<file path="src/rtl/wb_data_master.sv">
// wb_data_master: single-beat Wishbone pipelined initiator for core loads/stores
module wb_data_master #(
  parameter int TIMEOUT_CYCLES = 255,
  localparam int CNT_W = $clog2(TIMEOUT_CYCLES + 1)
) (
  input  logic        i_clk,
  input  logic        i_rst,
  input  logic        i_req,
  input  logic        i_we,
  input  logic [31:0] i_addr,
  input  logic [31:0] i_wdata,
  input  logic [1:0]  i_size,
  input  logic        i_unsigned,
  output logic        o_busy,
  output logic        o_done,
  output logic [31:0] o_rdata,
  output logic        o_fault,
  output logic [1:0]  o_fault_code,
  output logic        o_cyc,
  output logic        o_stb,
  output logic [31:0] o_addr,
  output logic        o_we,
  output logic [31:0] o_data,
  output logic [3:0]  o_sel,
  input  logic        i_ack,
  input  logic        i_err,
  input  logic [31:0] i_data,
  input  logic        i_stall
);
  typedef enum logic [1:0] {IDLE, REQ, WAIT, DONE} state_t;
  state_t           r_state;
  logic [CNT_W-1:0] r_cnt;
  logic [1:0]       r_size;
  logic             r_unsigned;
  logic             w_illegal;
  logic             w_resp;
  logic             w_tmo;
  logic [3:0]       w_sel;
  logic [31:0]      w_wdata;
  logic [31:0]      w_ext;
  // request decode (alignment, size code, masked store data) and load extension
  always_comb begin
    w_illegal = (i_size == 2'b11) || (i_size == 2'b01 && i_addr[0]) || (i_size == 2'b10 && i_addr[1:0] != 2'b00);
    w_sel     = i_size == 2'b00 ? 4'b0001 : i_size == 2'b01 ? 4'b0011 : 4'b1111;
    w_wdata   = !i_we ? 32'h0 : i_size == 2'b00 ? {24'h0, i_wdata[7:0]} : i_size == 2'b01 ? {16'h0, i_wdata[15:0]} : i_wdata;
    w_ext     = r_size == 2'b00 ? {{24{~r_unsigned & i_data[7]}}, i_data[7:0]}
              : r_size == 2'b01 ? {{16{~r_unsigned & i_data[15]}}, i_data[15:0]} : i_data;
    w_resp    = i_ack | i_err;
    w_tmo     = r_cnt == CNT_W'(TIMEOUT_CYCLES - 1);
  end
  // transaction FSM; a response is honoured only once the strobe is accepted, and beats the timeout
  always_ff @(posedge i_clk) begin
    if (!i_rst) begin
      r_state      <= IDLE;
      r_cnt        <= '0;
      r_size       <= 2'b00;
      r_unsigned   <= 1'b0;
      o_busy       <= 1'b0;
      o_done       <= 1'b0;
      o_rdata      <= 32'h0;
      o_fault      <= 1'b0;
      o_fault_code <= 2'b00;
      o_cyc        <= 1'b0;
      o_stb        <= 1'b0;
      o_addr       <= 32'h0;
      o_we         <= 1'b0;
      o_data       <= 32'h0;
      o_sel        <= 4'h0;
    end else begin
      case (r_state)
        IDLE: begin
          if (i_req) begin
            o_busy <= 1'b1;
            if (w_illegal) begin
              r_state      <= DONE;
              o_done       <= 1'b1;
              o_fault      <= 1'b1;
              o_fault_code <= 2'b01;
            end else begin
              r_state    <= REQ;
              r_cnt      <= '0;
              r_size     <= i_size;
              r_unsigned <= i_unsigned;
              o_cyc      <= 1'b1;
              o_stb      <= 1'b1;
              o_addr     <= i_addr;
              o_we       <= i_we;
              o_data     <= w_wdata;
              o_sel      <= w_sel;
            end
          end
        end
        REQ, WAIT: begin
          r_cnt <= r_cnt + CNT_W'(1);
          if (w_resp && (r_state == WAIT || !i_stall)) begin
            r_state <= DONE;
            o_cyc   <= 1'b0;
            o_stb   <= 1'b0;
            o_done  <= 1'b1;
            if (i_err) begin
              o_fault      <= 1'b1;
              o_fault_code <= 2'b10;
            end else begin
              o_rdata <= o_we ? 32'h0 : w_ext;
            end
          end else if (w_tmo) begin
            r_state      <= DONE;
            o_cyc        <= 1'b0;
            o_stb        <= 1'b0;
            o_done       <= 1'b1;
            o_fault      <= 1'b1;
            o_fault_code <= 2'b11;
          end else if (r_state == REQ && !i_stall) begin
            r_state <= WAIT;
            o_stb   <= 1'b0;
          end
        end
        default: begin
          r_state      <= IDLE;
          o_busy       <= 1'b0;
          o_done       <= 1'b0;
          o_rdata      <= 32'h0;
          o_fault      <= 1'b0;
          o_fault_code <= 2'b00;
        end
      endcase
    end
  end
endmodule
</file>
<file path="config.mk">
export PLATFORM = sky130hd
export DESIGN_NAME = wb_data_master
export DESIGN_NICKNAME = d
export VERILOG_FILES = /design/src/rtl/wb_data_master.sv
export SDC_FILE = /design/constraint.sdc
export NUM_CORES = 1
export LEC_CHECK = 0
export CAP_MARGIN = 20
export CELL_PAD_IN_SITES_DETAIL_PLACEMENT = 0
export CELL_PAD_IN_SITES_GLOBAL_PLACEMENT = 1
export CORE_MARGIN = 2
export CORE_UTILIZATION = 32
export CTS_CLUSTER_DIAMETER = 40
export DETAILED_ROUTE_END_ITERATION = 8
export GPL_TIMING_DRIVEN = 0
export MAX_ROUTING_LAYER = met4
export PLACE_DENSITY = 0.89
export SLEW_MARGIN = 20
export SYNTH_ARGS = -nofsm -noshare
export SYNTH_HDL_FRONTEND = slang
export SYNTH_SLANG_ARGS = --single-unit
</file>
<file path="constraint.sdc">
create_clock -name i_clk -period 3.9 [get_ports i_clk]
set_input_delay 0.39 -clock i_clk [delete_from_list [all_inputs] [get_ports i_clk]]
set_output_delay 0.39 -clock i_clk [all_outputs]
set_load 0.01 [all_outputs]
</file>
Yosys cells after proc, flatten, opt, wreduce, memory -nomap -nowiden
Cells that the tools add are included.

storage, ports and cells
  input port bits = 106
  word-level logic and storage cells = 106
  output and inout port bits = 108
  flip-flop bits (word level) = 121

cells by class
  $add $sub $neg = 1
  reductions and logical operators = 23
  bitwise logic cells = 7
  mux-type cells = 45
  equal/unequal tests = 15

operators by type and width
  cell                                            count
  two-way mux 32 bit                              8
  one-hot mux 32 bit (2 select lines)             1
  two-way mux 2 bit                               10
  two-way mux 8 bit                               2
  one-hot mux 8 bit (2 select lines)              1
  two-way mux 1 bit                               14
  AND reduction 3 bit                             4
  AND reduction 4 bit                             3
  inequality test 2 bit (second input constant)   5
  one-hot mux 1 bit (2 select lines)              5
  adder 8 x 1 -> 8 bit (second input constant)    1
  == test 8 bit (second input constant)           1
  two-way mux 4 bit                               2
  one-hot mux 2 bit (2 select lines)              2
  == test 2 x 1 -> 1 bit (second input constant)  3
  == test 2 bit (second input constant)           3
  logical NOT 2 bit                               3
  inequality test 3 bit (second input constant)   2
  logical AND 1 bit                               4
  inequality test 4 bit (second input constant)   1
  inverter 1 bit                                  4
  AND reduction 2 bit                             2
  nonzero test 2 bit                              2
  logical OR 1 bit                                3
  4 further kinds                                 5

Longest topological paths before layout
Gate-level depths: netlist of run 1.

  depth after elaboration = 8
  depth in mapped cells = 9
  depth with buffers taken out = 7

Least setup slack after synthesis of run 1
Ideal clock, no wire load.

  kind = register to register
  start point = reg r_state[0]
  end point = reg o_rdata[24]
  setup time = 0.070 ns
  slack = 1.986 ns
  path buffers = 2
  data arrival time = 1.844 ns
  clock period less this slack = 1.914 ns
  required time = 3.830 ns
  cell stages (with the launch flop) = 10
  cell sequence = dfxtp_1 -> inv_1 -> ha_1 -> and2b_1 -> buf_4 -> a21boi_4 -> nand2_2 -> buf_6 -> a211o_1 -> a21boi_1

on the way
  longest elaborated chain between the ends = 5
  elaborated cells between the ends (all ways) = 11
  classes of those cells = eq/ne: 4; mux: 1; bitwise: 1; reduce/logical: 5

ends and longest elaborated chain
  item                             line    RTL
  from (decl)                      31      state_t r_state;
  from (signal assigned)           54      r_state <= IDLE;
  from (signal assigned)           75      r_state <= DONE;
  from (signal assigned)           80      r_state <= REQ;
  == test 2 bit                    70, 95
  logical OR 1 bit                 95      if (w_resp && (r_state == WAIT || !i_stall)) begin
  logical AND 1 bit                95
  inequality test 2 bit (no line)  -
  AND reduction 3 bit (no line)    -
  to (signal assigned)             104     o_rdata <= o_we ? 32'h0 : w_ext;
  to (decl)                        16      output logic [31:0] o_rdata,

Several ways; a longest one is shown, not always the timed one.
A chain may end at the register's enable or synchronous reset.

Worst setup path after layout of run 1
  start point = reg r_state[0]
  end point = reg o_rdata[31]

The elaborated chain is that of the path after synthesis.

==> impl_metrics.prom, run 1 <==
# TYPE chip_impl_metric gauge
chip_impl_metric{name="post-layout-total-power",unit="W"} 0.00464
chip_impl_metric{name="core",unit="µm²"} 14600
chip_impl_metric{name="cts.path.max_buffers",unit=""} 2
chip_impl_metric{name="power_density",unit="nW/µm²"} 594
chip_impl_metric{name="post_layout_nonfiller_instances",unit=""} 973
chip_impl_metric{name="grt_first_pass_wirelength",unit="mm"} 23.5
chip_impl_metric{name="numClockSinks",unit=""} 120
chip_impl_metric{name="via_count_of_the_first_global_routing_pass",unit=""} 4738
chip_impl_metric{name="cts_htree_levels",unit=""} 4
chip_impl_metric{name="floorplan.io_pins",unit=""} 214
chip_impl_metric{name="global_route.usage.total",unit="%"} 18.9
chip_impl_info{name="final_common_cell",value="clkdlybuf4s50_1"} 1
chip_impl_metric{name="final_nets",unit=""} 888
chip_impl_metric{name="post_synth_instance_area",unit="µm²"} 4850
chip_impl_metric{name="insertedDiodeCount",unit=""} 0
chip_impl_metric{name="cts_resizes",unit=""} 0
chip_impl_info{name="rsz0062_at_grt",value="false"} 1
chip_impl_metric{name="yosysUniqueCellTypes",unit=""} 47
chip_impl_metric{name="synth_fp_nets",unit=""} 657
chip_impl_metric{name="met2_length",unit="mm"} 7.11
chip_impl_metric{name="fp-row-count",unit=""} 44
chip_impl_metric{name="die_w",unit="µm"} 127
chip_impl_info{name="top_signal_layer_used",value="met4"} 1
chip_impl_metric{name="global_route.overflow_total",unit=""} 0
chip_impl_info{name="clock-root-buffer",value="clkbuf_16"} 1
chip_impl_metric{name="die_height",unit="µm"} 127
chip_impl_metric{name="share_of_the_clock_period_used_by_the_worst_path",unit="%"} 56.7
chip_impl_metric{name="syn-mean-instance-area",unit="µm²"} 8.89
chip_impl_info{name="end_kind",value="register"} 1
chip_impl_metric{name="synth_enable_flop_cells",unit=""} 0
chip_impl_metric{name="remaining_drc_errors",unit=""} 0
chip_impl_metric{name="max-slew-margin-rel",unit="%"} 53.1
chip_impl_metric{name="seq_area_frac_synth",unit="%"} 49.6
chip_impl_metric{name="routed_wl",unit="mm"} 15.0
chip_impl_metric{name="ant_nets",unit=""} 0
chip_impl_metric{name="power.leakage",unit="nW"} 2.86
chip_impl_metric{name="first_pass_iters",unit=""} 4
chip_impl_metric{name="tightestPinTransition",unit="ps"} 701
chip_impl_info{name="status",value="finished clean"} 1
chip_impl_metric{name="design.die.area",unit="µm²"} 16100
chip_impl_info{name="tritoncts",value="yes"} 1
chip_impl_metric{name="fmax",unit="GHz"} 0.452
chip_impl_metric{name="ys_seq_elements",unit=""} 120
chip_impl_metric{name="cts_made_buffers",unit=""} 17
chip_impl_metric{name="detailroute.wirelength.met3",unit="mm"} 1.09
chip_impl_metric{name="postCtsSetupRepairBufs",unit=""} 0
chip_impl_metric{name="clock_skew",unit="ps"} 9.05
chip_impl_metric{name="pins_over_their_slew_limit",unit=""} 0
chip_impl_metric{name="critPathMaxFanout",unit=""} 10
chip_impl_info{name="layout_common_cells",value="clkdlybuf4s50_1, nand2_1, dfxtp_1, a21boi_0"} 1
chip_impl_metric{name="area_delta_synth_final",unit="%"} 61.3
chip_impl_metric{name="route.detailed.wl_per_inst",unit="µm"} 15.5
chip_impl_metric{name="worst_skew_pair.late_latency",unit="ps"} 410
chip_impl_metric{name="yosysWarningCount",unit=""} 0
chip_impl_metric{name="pin_count_of_the_biggest_net_entering_global_routing",unit=""} 17
chip_impl_metric{name="final.setup.tns",unit="ps"} 0
chip_impl_metric{name="setup_slack",unit="ps"} 1690
chip_impl_metric{name="initial_antenna_violation_count",unit=""} 0
chip_impl_metric{name="port_buffers",unit=""} 212
chip_impl_metric{name="irDropWorstVdd",unit="µV"} 315
chip_impl_info{name="start_kind",value="register"} 1
chip_impl_metric{name="cp_data_required_time",unit="ps"} 4240
chip_impl_metric{name="dpl.hpwl",unit="mm"} 11.3
chip_impl_metric{name="timing.critical_path.arrival",unit="ps"} 2550
chip_impl_metric{name="postSynthCellCount",unit=""} 545
chip_impl_metric{name="met1Wirelength",unit="mm"} 6.73
chip_impl_metric{name="placed_cells",unit=""} 941
chip_impl_metric{name="post_route_cells_drive_above_1_share",unit="%"} 6.72
chip_impl_metric{name="report.final.hold_viol_count",unit=""} 0
chip_impl_metric{name="start_util",unit="%"} 33.1
chip_impl_metric{name="post_drt_via_cell_ratio",unit=""} 4.84
chip_impl_metric{name="timing.final.crit_period",unit="ps"} 2210
chip_impl_metric{name="timing.max_cap.violations",unit=""} 0
chip_impl_info{name="hold_path_class",value="register to register"} 1
chip_impl_metric{name="pre_cts_ws",unit="ps"} 1340
chip_impl_info{name="criticalPathCategory",value="register to register"} 1
chip_impl_metric{name="drt_iter0_markers",unit=""} 266
chip_impl_info{name="dominantRegCellSynth",value="dfxtp_1"} 1
chip_impl_metric{name="cts_hold_repair.buffers",unit=""} 0
chip_impl_metric{name="gp_congestion",unit=""} 0.794
chip_impl_metric{name="route.vias.total",unit=""} 4706
chip_impl_metric{name="setup_viol_count_final",unit=""} 0
chip_impl_metric{name="worst_setup_hold_path_clk_slew",unit="ps"} 60
chip_impl_metric{name="async_set_or_reset_flop_fraction_in_the_synthesized_netlist",unit="%"} 0
[flip-flops by register name, summed over array words and instances (netlist names), 2 cells and up]
name and count:
o_data 32, o_sel 3, r_size 2, o_fault_code 2, o_addr 32, r_state 2, r_cnt 8, o_rdata 32
[metrics by stage]
step	hold slack, ps	util (%)	instance area, µm²
after floorplan	446	-	4850
after global placement	436	49.2	7200
after detailed placement	445	49.2	7200
after CTS	440	53.4	7820
after global routing	470	53.4	7820
final	448	53.4	7820
[final timing paths]
kind | cells past startpoint | start | to | slack, ps
setup / recovery | 9 | r_state[0]$_SDFFE_PN0P_ | o_rdata[31]$_SDFFE_PN0P_ | 1690
hold / removal | 2 | o_rdata[29]$_SDFFE_PN0P_ | o_rdata[29]$_SDFFE_PN0P_ | 450
setup reg to reg | 9 | r_state[0]$_SDFFE_PN0P_ | o_rdata[31]$_SDFFE_PN0P_ | 1690
hold reg to reg | 2 | o_rdata[29]$_SDFFE_PN0P_ | o_rdata[29]$_SDFFE_PN0P_ | 450
[cells in the mapped netlist (3+ instances only)]
library cell / n / area [µm²]
nand2_1: 122 / 458
a22o_1: 24 / 210
a21boi_1: 18 / 135
nor2_1: 12 / 45.0
a21oi_1: 23 / 115
nand3_1: 22 / 110
dfxtp_1: 120 / 2400
o32ai_1: 3 / 26.3
buf_2: 11 / 55.1
a211o_1: 17 / 149
clkbuf_1: 23 / 86.3
o211ai_1: 8 / 60.1
a21boi_0: 52 / 390
mux2i_1: 5 / 50.1
nand2b_1: 5 / 31.3
o21ai_0: 10 / 50.1
inv_1: 24 / 90.1
nor3_1: 7 / 35.0
ha_1: 6 / 75.1
[routing by layer]
| metal | vias to the layer above | global-route usage [%] |
|---|---|---|
| met5 | - | - |
| met4 | 0 | 6.21 |
| met3 | 10 | 5.90 |
| met2 | 168 | 31.2 |
| met1 | 2179 | 22.0 |
| li1 | 2349 | - |
[cell type report]
type | count | area [µm²]
Inverter | 24 | 90.1
Multi-Input combinational cell | 362 | 2180
Clock inverter | 11 | 146
Fill cell | 1326 | 6830
Sequential cell | 120 | 2400
Clock buffer | 21 | 470
Tap cell | 184 | 230
Buffer | 39 | 176
Timing Repair Buffer | 212 | 2120
[report_power, final]
part | switching [W] | internal (W) | leakage [nW]
sequential | 0.0000981 | 0.00140 | 0.974
combinational | 0.000848 | 0.000680 | 1.59
clock | 0.000559 | 0.00105 | 0.299
[critical path, cell delays in order (launching register included)]
cell	delay [ps]
dfxtp_1	360
inv_1	90
ha_1	350
and2b_1	130
buf_4	160
a21boi_4	310
nand2_2	180
buf_6	180
a211o_1	250
a21boi_1	140
[cells by family (layout without fill, tap and decap cells)]
group / Yosys count / in the layout / share of synthesized area (%)
muxes: 5 / 5 / 1.03
adders and majority gates: 6 / 6 / 1.55
AOI/OAI and AO/OA: 169 / 169 / 26.2
DFF: 120 / 120 / 49.6
and+or+nand+nor: 182 / 182 / 16.1
buffers and inverters: 63 / 307 / 5.50
No activity file was read; power rests on OpenSTA's default activity.
==> run 2: changes to the inputs <==
--- a/config.mk
+++ b/config.mk
@@ -9,12 +9,12 @@
 export CELL_PAD_IN_SITES_DETAIL_PLACEMENT = 0
 export CELL_PAD_IN_SITES_GLOBAL_PLACEMENT = 1
 export CORE_MARGIN = 2
-export CORE_UTILIZATION = 32
+export CORE_UTILIZATION = 27
 export CTS_CLUSTER_DIAMETER = 40
 export DETAILED_ROUTE_END_ITERATION = 8
 export GPL_TIMING_DRIVEN = 0
 export MAX_ROUTING_LAYER = met4
-export PLACE_DENSITY = 0.89
+export PLACE_DENSITY = 0.81
 export SLEW_MARGIN = 20
 export SYNTH_ARGS = -nofsm -noshare
 export SYNTH_HDL_FRONTEND = slang
==> constraint.sdc (replaced) <==
create_clock -name i_clk -period 2 [get_ports i_clk]
set_input_delay 0.2 -clock i_clk [delete_from_list [all_inputs] [get_ports i_clk]]
set_output_delay 0.2 -clock i_clk [all_outputs]
set_load 0.01 [all_outputs]
==> run 2 against run 1 <==
Compared with the run above:
- utilization down 7.5 points
- die area up 18%
- critical endpoint is now o_rdata[16]$_SDFFE_PN0P_
- worst setup slack worse by 1600 ps
- sequential share of layout area down 0.64 points
- fmax up 16%
==> impl_metrics.prom, run 2 (same netlist as run 1, synthesis figures left out) <==
# TYPE chip_impl_metric gauge
chip_impl_info{name="status",value="finished clean"} 1
chip_impl_metric{name="dpl.hpwl",unit="mm"} 11.3
chip_impl_metric{name="share_of_the_clock_period_used_by_the_worst_path",unit="%"} 95.1
chip_impl_metric{name="critPathMaxFanout",unit=""} 10
chip_impl_metric{name="p_clk_share",unit="%"} 34.7
chip_impl_metric{name="setup_viol_count_final",unit=""} 0
chip_impl_info{name="clock-root-buffer",value="clkbuf_16"} 1
chip_impl_info{name="rsz0062_at_grt",value="true"} 1
chip_impl_metric{name="max-slew-margin-rel",unit="%"} 51.2
chip_impl_metric{name="fp-row-count",unit=""} 48
chip_impl_metric{name="first_pass_iters",unit=""} 5
chip_impl_info{name="hold_path_class",value="primary input to register"} 1
chip_impl_metric{name="post_route_hold_slack",unit="ps"} 293
chip_impl_metric{name="worst_skew_pair.late_latency",unit="ps"} 420
chip_impl_info{name="critPathMostFrequentCell",value="a211o_1"} 1
chip_impl_metric{name="netSwitchingPower",unit="W"} 0.00299
chip_impl_metric{name="combPwrFrac",unit="%"} 34.1
chip_impl_metric{name="cts_made_buffers",unit=""} 17
chip_impl_metric{name="post_drt_via_cell_ratio",unit=""} 4.57
chip_impl_metric{name="core",unit="µm²"} 17400
chip_impl_metric{name="start_util",unit="%"} 27.8
chip_impl_info{name="worstPathCellList",value="inv_2 -> ha_1 -> inv_1 -> a211o_1 -> a21o_1 -> buf_4 -> a211o_1 -> a21boi_1"} 1
chip_impl_metric{name="port_buffers",unit=""} 212
chip_impl_metric{name="gp_congestion",unit=""} 0.778
chip_impl_metric{name="numClockSinks",unit=""} 120
chip_impl_info{name="tritoncts",value="yes"} 1
chip_impl_info{name="layout_common_cells",value="clkdlybuf4s50_1, nand2_1, dfxtp_1, a21boi_0, a22o_1"} 1
chip_impl_metric{name="post_route_cells_drive_above_1_share",unit="%"} 8.86
chip_impl_metric{name="cts.path.max_buffers",unit=""} 2
chip_impl_metric{name="pin_count_of_the_biggest_net_entering_global_routing",unit=""} 17
chip_impl_metric{name="power.leakage",unit="nW"} 2.91
chip_impl_metric{name="clock_skew",unit="ps"} 7.99
chip_impl_metric{name="timing.critical_path.arrival",unit="ps"} 2240
chip_impl_metric{name="sw_frac_of_total",unit="%"} 32.0
chip_impl_metric{name="die_height",unit="µm"} 138
chip_impl_metric{name="final_util",unit="%"} 45.9
chip_impl_metric{name="via_count_of_the_first_global_routing_pass",unit=""} 4425
chip_impl_info{name="worst_path_max_delay_cell",value="a211o_1"} 1
chip_impl_metric{name="fmax",unit="GHz"} 0.526
chip_impl_metric{name="timing.max_cap.violations",unit=""} 0
chip_impl_metric{name="final.setup.tns",unit="ps"} 0
chip_impl_metric{name="area_delta_synth_final",unit="%"} 64.9
chip_impl_metric{name="design.die.area",unit="µm²"} 19000
chip_impl_metric{name="cp_data_required_time",unit="ps"} 2340
chip_impl_metric{name="die_w",unit="µm"} 138
chip_impl_metric{name="initial_antenna_violation_count",unit=""} 0
chip_impl_metric{name="tightestPinTransition",unit="ps"} 729
chip_impl_metric{name="timing.final.crit_period",unit="ps"} 1900
chip_impl_metric{name="drt_iter0_markers",unit=""} 171
chip_impl_info{name="start_kind",value="register"} 1
chip_impl_metric{name="fill_cells",unit=""} 1709
chip_impl_metric{name="ant_nets",unit=""} 0
chip_impl_metric{name="global_route.usage.total",unit="%"} 16.5
chip_impl_info{name="final_common_cell",value="clkdlybuf4s50_1"} 1
chip_impl_metric{name="route.vias.total",unit=""} 4639
chip_impl_metric{name="final_nets",unit=""} 891
chip_impl_metric{name="placed_cells",unit=""} 982
chip_impl_metric{name="irDropWorstVdd",unit="µV"} 678
chip_impl_metric{name="remaining_drc_errors",unit=""} 0
chip_impl_metric{name="global_route.overflow_total",unit=""} 0
chip_impl_info{name="top_regs",value="o_addr x32, o_data x32, o_rdata x32"} 1
chip_impl_metric{name="critPathMaxStageDelay",unit="ps"} 340
chip_impl_metric{name="floorplan.io_pins",unit=""} 214
chip_impl_info{name="criticalPathCategory",value="register to register"} 1
chip_impl_metric{name="insertedDiodeCount",unit=""} 0
chip_impl_metric{name="cts_htree_levels",unit=""} 4
chip_impl_metric{name="cell_internal_pwr",unit="W"} 0.00637
chip_impl_metric{name="pins_over_their_slew_limit",unit=""} 0
chip_impl_metric{name="grt_first_pass_wirelength",unit="mm"} 23.2
chip_impl_metric{name="route.detailed.wl_per_inst",unit="µm"} 15.2
chip_impl_info{name="end_kind",value="register"} 1
chip_impl_metric{name="report.final.hold_viol_count",unit=""} 0
chip_impl_metric{name="worst_setup_hold_path_clk_slew",unit="ps"} 50
chip_impl_metric{name="seq_power_share",unit="%"} 31.2
chip_impl_metric{name="power_density",unit="nW/µm²"} 1170
chip_impl_metric{name="routed_wl",unit="mm"} 15.4
chip_impl_metric{name="post_layout_nonfiller_instances",unit=""} 1015
run 2: worst max-delay path, delay by kind of cell (launching register included):
kind | cells | cell delay, ps
AO/OA/AOI/OAI | 4 | 980
buffers and inverters | 3 | 340
flip-flops | 1 | 330
adder cells (fa/ha/maj) | 1 | 180
run 2: final timing paths:
| check | depth (start not counted) | slack (ps) | startpoint | to |
|---|---|---|---|---|
| hold / removal | 3 | 290 | i_we | o_we$_SDFFE_PN0P_ |
| setup reg to reg | 8 | 100 | r_state[0]$_SDFFE_PN0P_ | o_rdata[16]$_SDFFE_PN0P_ |
| setup / recovery | 8 | 100 | r_state[0]$_SDFFE_PN0P_ | o_rdata[16]$_SDFFE_PN0P_ |
| hold reg to reg | 2 | 450 | o_rdata[30]$_SDFFE_PN0P_ | o_rdata[30]$_SDFFE_PN0P_ |
run 2: layer usage:
layer	part of all wire (%)	wire length, µm	vias to the layer above	track usage (%)
li1	-	-	2349	-
met1	45	6970	2108	20.3
met2	44	6820	166	25.2
met3	8.9	1370	16	6.14
met4	1.4	221	0	5.27
met5	0	0	-	-
run 2: metrics by stage:
stage	total power, W	worst slack, ps	area (µm²)
after floorplan	0.00464	86.0	4850
after global placement	0.00596	-371	7250
after detailed placement	0.00598	-394	7250
after CTS	0.00928	-44.6	7890
after global routing	0.00987	-6.82	7990
final	0.00936	98.3	7990
run 2: cell type report:
cell class / instances / area, µm² / area share, %
sequential: 120 / 2400 / 30.1
clock buffer: 22 / 474 / 5.94
multi-input combinational: 362 / 2240 / 28.0
inverter: 24 / 90.1 / 1.13
buffer: 39 / 210 / 2.63
clock inverter: 8 / 145 / 1.82
tap: 225 / 282 / 3.52
timing repair buffer: 215 / 2140 / 26.8
run 2: power by group through the flow:
stage	Clock [W]	Combinational, W	Sequential, W
finish	0.00325	0.00319	0.00292
global route	0.00342	0.00350	0.00296
CTS	0.00331	0.00306	0.00291
detailed placement	0	0.00302	0.00296
global placement	0	0.00301	0.00295
floorplan	0	0.00156	0.00308
run 2: what timing repair did:
item,4_1_cts,5_1_grt
pin swaps,0,3
endpoints found under the setup margin,36,96
setup buffers,1,2
resized for setup,5,36
hold buffers,0,0
==> run 3: changes to the inputs <==
--- a/config.mk
+++ b/config.mk
@@ -14,7 +14,7 @@
 export DETAILED_ROUTE_END_ITERATION = 8
 export GPL_TIMING_DRIVEN = 0
 export MAX_ROUTING_LAYER = met4
-export PLACE_DENSITY = 0.81
+export PLACE_DENSITY_LB_ADDON = 0.1
 export SLEW_MARGIN = 20
 export SYNTH_ARGS = -nofsm -noshare
 export SYNTH_HDL_FRONTEND = slang
==> run 3 against run 2 <==
Compared with the run above:
- non-clock buffer count decreased by 2
- clock power shrank 14%
- sequential share of layout area up 0.45 points
- first-iteration DRC count up 9.4%
- critical path depth rose by 1
- clock skew decreased by 0.53 ps
- total power fell by 4.1%
- fmax is 1.3% higher
- critical path type unchanged
==> impl_metrics.prom, run 3 (same netlist as run 1, synthesis figures left out) <==
# TYPE chip_impl_metric gauge
chip_impl_metric{name="placed_cells",unit=""} 982
chip_impl_metric{name="die_height",unit="µm"} 138
chip_impl_metric{name="dpl.hpwl",unit="mm"} 11.8
chip_impl_metric{name="timing.critical_path.arrival",unit="ps"} 2210
chip_impl_metric{name="grt_first_pass_wirelength",unit="mm"} 24.3
chip_impl_metric{name="insertedDiodeCount",unit=""} 0
chip_impl_metric{name="regArea",unit="µm²"} 2400
chip_impl_metric{name="detailroute.wirelength.met3",unit="µm"} 863
chip_impl_metric{name="timing.critical_path.buf_inv",unit=""} 3
chip_impl_metric{name="post_layout_nonfiller_instances",unit=""} 1011
chip_impl_metric{name="power.leakage",unit="nW"} 2.87
chip_impl_metric{name="pin_count_of_the_biggest_net_entering_global_routing",unit=""} 17
chip_impl_metric{name="critPathMaxStageDelay",unit="ps"} 340
chip_impl_metric{name="cts_hold_repair.buffers",unit=""} 0
chip_impl_metric{name="fmax",unit="GHz"} 0.533
chip_impl_metric{name="timing.max_cap.violations",unit=""} 0
chip_impl_info{name="rsz0062_at_grt",value="true"} 1
chip_impl_info{name="path_delay_family",value="compound AO/OA/AOI/OAI gates"} 1
chip_impl_metric{name="met1Wirelength",unit="mm"} 6.82
chip_impl_info{name="clock-root-buffer",value="clkbuf_16"} 1
chip_impl_metric{name="critPathMaxFanout",unit=""} 10
chip_impl_metric{name="initial_antenna_violation_count",unit=""} 0
chip_impl_metric{name="port_buffers",unit=""} 212
chip_impl_info{name="criticalPathCategory",value="register to register"} 1
chip_impl_info{name="worstPathCellList",value="inv_1 -> ha_4 -> and2b_1 -> buf_6 -> a21boi_4 -> nand2_4 -> buf_6 -> a211o_1 -> a21boi_1"} 1
chip_impl_metric{name="fill_cells",unit=""} 1743
chip_impl_metric{name="worst_setup_hold_path_clk_slew",unit="ps"} 50
chip_impl_metric{name="irDropWorstVdd",unit="µV"} 598
chip_impl_metric{name="floorplan.io_pins",unit=""} 214
chip_impl_metric{name="report.final.hold_viol_count",unit=""} 0
chip_impl_metric{name="fp-row-count",unit=""} 48
chip_impl_metric{name="route.detailed.wl_per_inst",unit="µm"} 15.6
chip_impl_info{name="tritoncts",value="yes"} 1
chip_impl_metric{name="tightestPinTransition",unit="ps"} 728
chip_impl_metric{name="numClockSinks",unit=""} 120
chip_impl_metric{name="share_of_the_clock_period_used_by_the_worst_path",unit="%"} 93.8
chip_impl_metric{name="setup_viol_count_final",unit=""} 0
chip_impl_metric{name="global_route.usage.total",unit="%"} 17.3
chip_impl_metric{name="post_route_hold_slack",unit="ps"} 239
chip_impl_info{name="status",value="finished clean"} 1
chip_impl_metric{name="power_density",unit="nW/µm²"} 1140
chip_impl_info{name="layout_common_cells",value="clkdlybuf4s50_1, nand2_1, dfxtp_1, a21boi_0, a22o_1"} 1
chip_impl_info{name="worst_path_max_delay_cell",value="dfxtp_2"} 1
chip_impl_metric{name="post-layout-total-power",unit="W"} 0.00898
chip_impl_metric{name="gp_congestion",unit=""} 0.768
chip_impl_metric{name="timing.final.crit_period",unit="ps"} 1880
chip_impl_metric{name="routed_wl",unit="mm"} 15.8
chip_impl_metric{name="global_route.overflow_total",unit=""} 0
chip_impl_metric{name="cts_htree_levels",unit=""} 4
chip_impl_metric{name="post_route_cells_drive_above_1_share",unit="%"} 7.89
chip_impl_info{name="hold_path_class",value="primary input to register"} 1
chip_impl_metric{name="clock_skew",unit="ps"} 7.46
chip_impl_metric{name="via_count_of_the_first_global_routing_pass",unit=""} 4728
chip_impl_metric{name="remaining_drc_errors",unit=""} 0
chip_impl_info{name="start_kind",value="register"} 1
chip_impl_info{name="top_regs",value="o_addr x32, o_data x32, o_rdata x32"} 1
chip_impl_metric{name="cp_data_required_time",unit="ps"} 2330
chip_impl_metric{name="start_util",unit="%"} 27.8
chip_impl_metric{name="ant_nets",unit=""} 0
chip_impl_metric{name="final.setup.tns",unit="ps"} 0
chip_impl_metric{name="cts.path.max_buffers",unit=""} 2
chip_impl_metric{name="route.vias.total",unit=""} 4655
chip_impl_info{name="top_signal_layer_used",value="met4"} 1
chip_impl_info{name="final_common_cell",value="clkdlybuf4s50_1"} 1
chip_impl_metric{name="post_drt_via_cell_ratio",unit=""} 4.60
chip_impl_info{name="end_kind",value="register"} 1
chip_impl_metric{name="core",unit="µm²"} 17400
chip_impl_metric{name="drt_iter0_markers",unit=""} 187
chip_impl_metric{name="max-slew-margin-rel",unit="%"} 51.3
chip_impl_metric{name="final_util",unit="%"} 45.2
chip_impl_metric{name="met2_length",unit="mm"} 7.91
chip_impl_metric{name="cts_made_buffers",unit=""} 17
chip_impl_metric{name="area_delta_synth_final",unit="%"} 62.4
chip_impl_metric{name="die_w",unit="µm"} 138
chip_impl_metric{name="first_pass_iters",unit=""} 4
chip_impl_metric{name="pins_over_their_slew_limit",unit=""} 0
chip_impl_metric{name="area_of_combinational_cells_with_multiple_inputs",unit="µm²"} 2220
chip_impl_metric{name="final_nets",unit=""} 889
chip_impl_metric{name="design.die.area",unit="µm²"} 19000
chip_impl_metric{name="worst_skew_pair.late_latency",unit="ps"} 410
chip_impl_info{name="critPathMostFrequentCell",value="buf_6"} 1
[run 3: per-layer routing]
metal,vias up,global-route usage (%)
met4,0,6.29
li1,2349,-
met2,136,28.5
met1,2156,20.2
met5,-,-
met3,14,4.68
[run 3: where the power goes]
part	internal, W	leakage [nW]	switching (W)
clock	0.00180	0.268	0.00100
sequential	0.00274	0.975	0.000194
combinational	0.00150	1.62	0.00175
[run 3: path summary, 6_finish.rpt]
check,slack [ps],start,to,cells after the start
setup reg to reg,120,r_state[1]$_SDFFE_PN0P_,o_rdata[28]$_SDFFE_PN0P_,9
hold / removal,240,i_we,o_we$_SDFFE_PN0P_,3
hold reg to reg,450,o_rdata[27]$_SDFFE_PN0P_,o_rdata[27]$_SDFFE_PN0P_,2
setup / recovery,120,r_state[1]$_SDFFE_PN0P_,o_rdata[28]$_SDFFE_PN0P_,9
[run 3: layout make-up]
type / count / area share [%]
sequential: 120 / 30.6
buffer: 38 / 2.54
clock buffer: 24 / 6.25
timing repair buffer: 214 / 27.2
clock inverter: 4 / 0.572
inverter: 24 / 1.14
multi-input combinational: 362 / 28.2
tap: 225 / 3.58
[run 3: what timing repair did]
action                                  in CTS  in global routing
gates resized for setup                     14                 16
setup buffers                                1                  1
endpoints found under the setup margin      36                105
endpoints found under the hold margin        0                  0
pin swaps                                    0                  2
[run 3: stage by stage]
stage | cell area (µm²) | setup WS (ps)
final | 7870 | 124
after global routing | 7870 | -14.9
after CTS | 7850 | 0.784
after detailed placement | 7250 | -334
after global placement | 7250 | -267
after floorplan | 4850 | 86.0
[run 3: worst register-to-register path, stage by stage, from the launching register on]
cell and delay (ps):
dfxtp_2 340, inv_1 90, ha_4 310, and2b_1 140, buf_6 90, a21boi_4 210
nand2_4 100, buf_6 150, a211o_1 220, a21boi_1 150
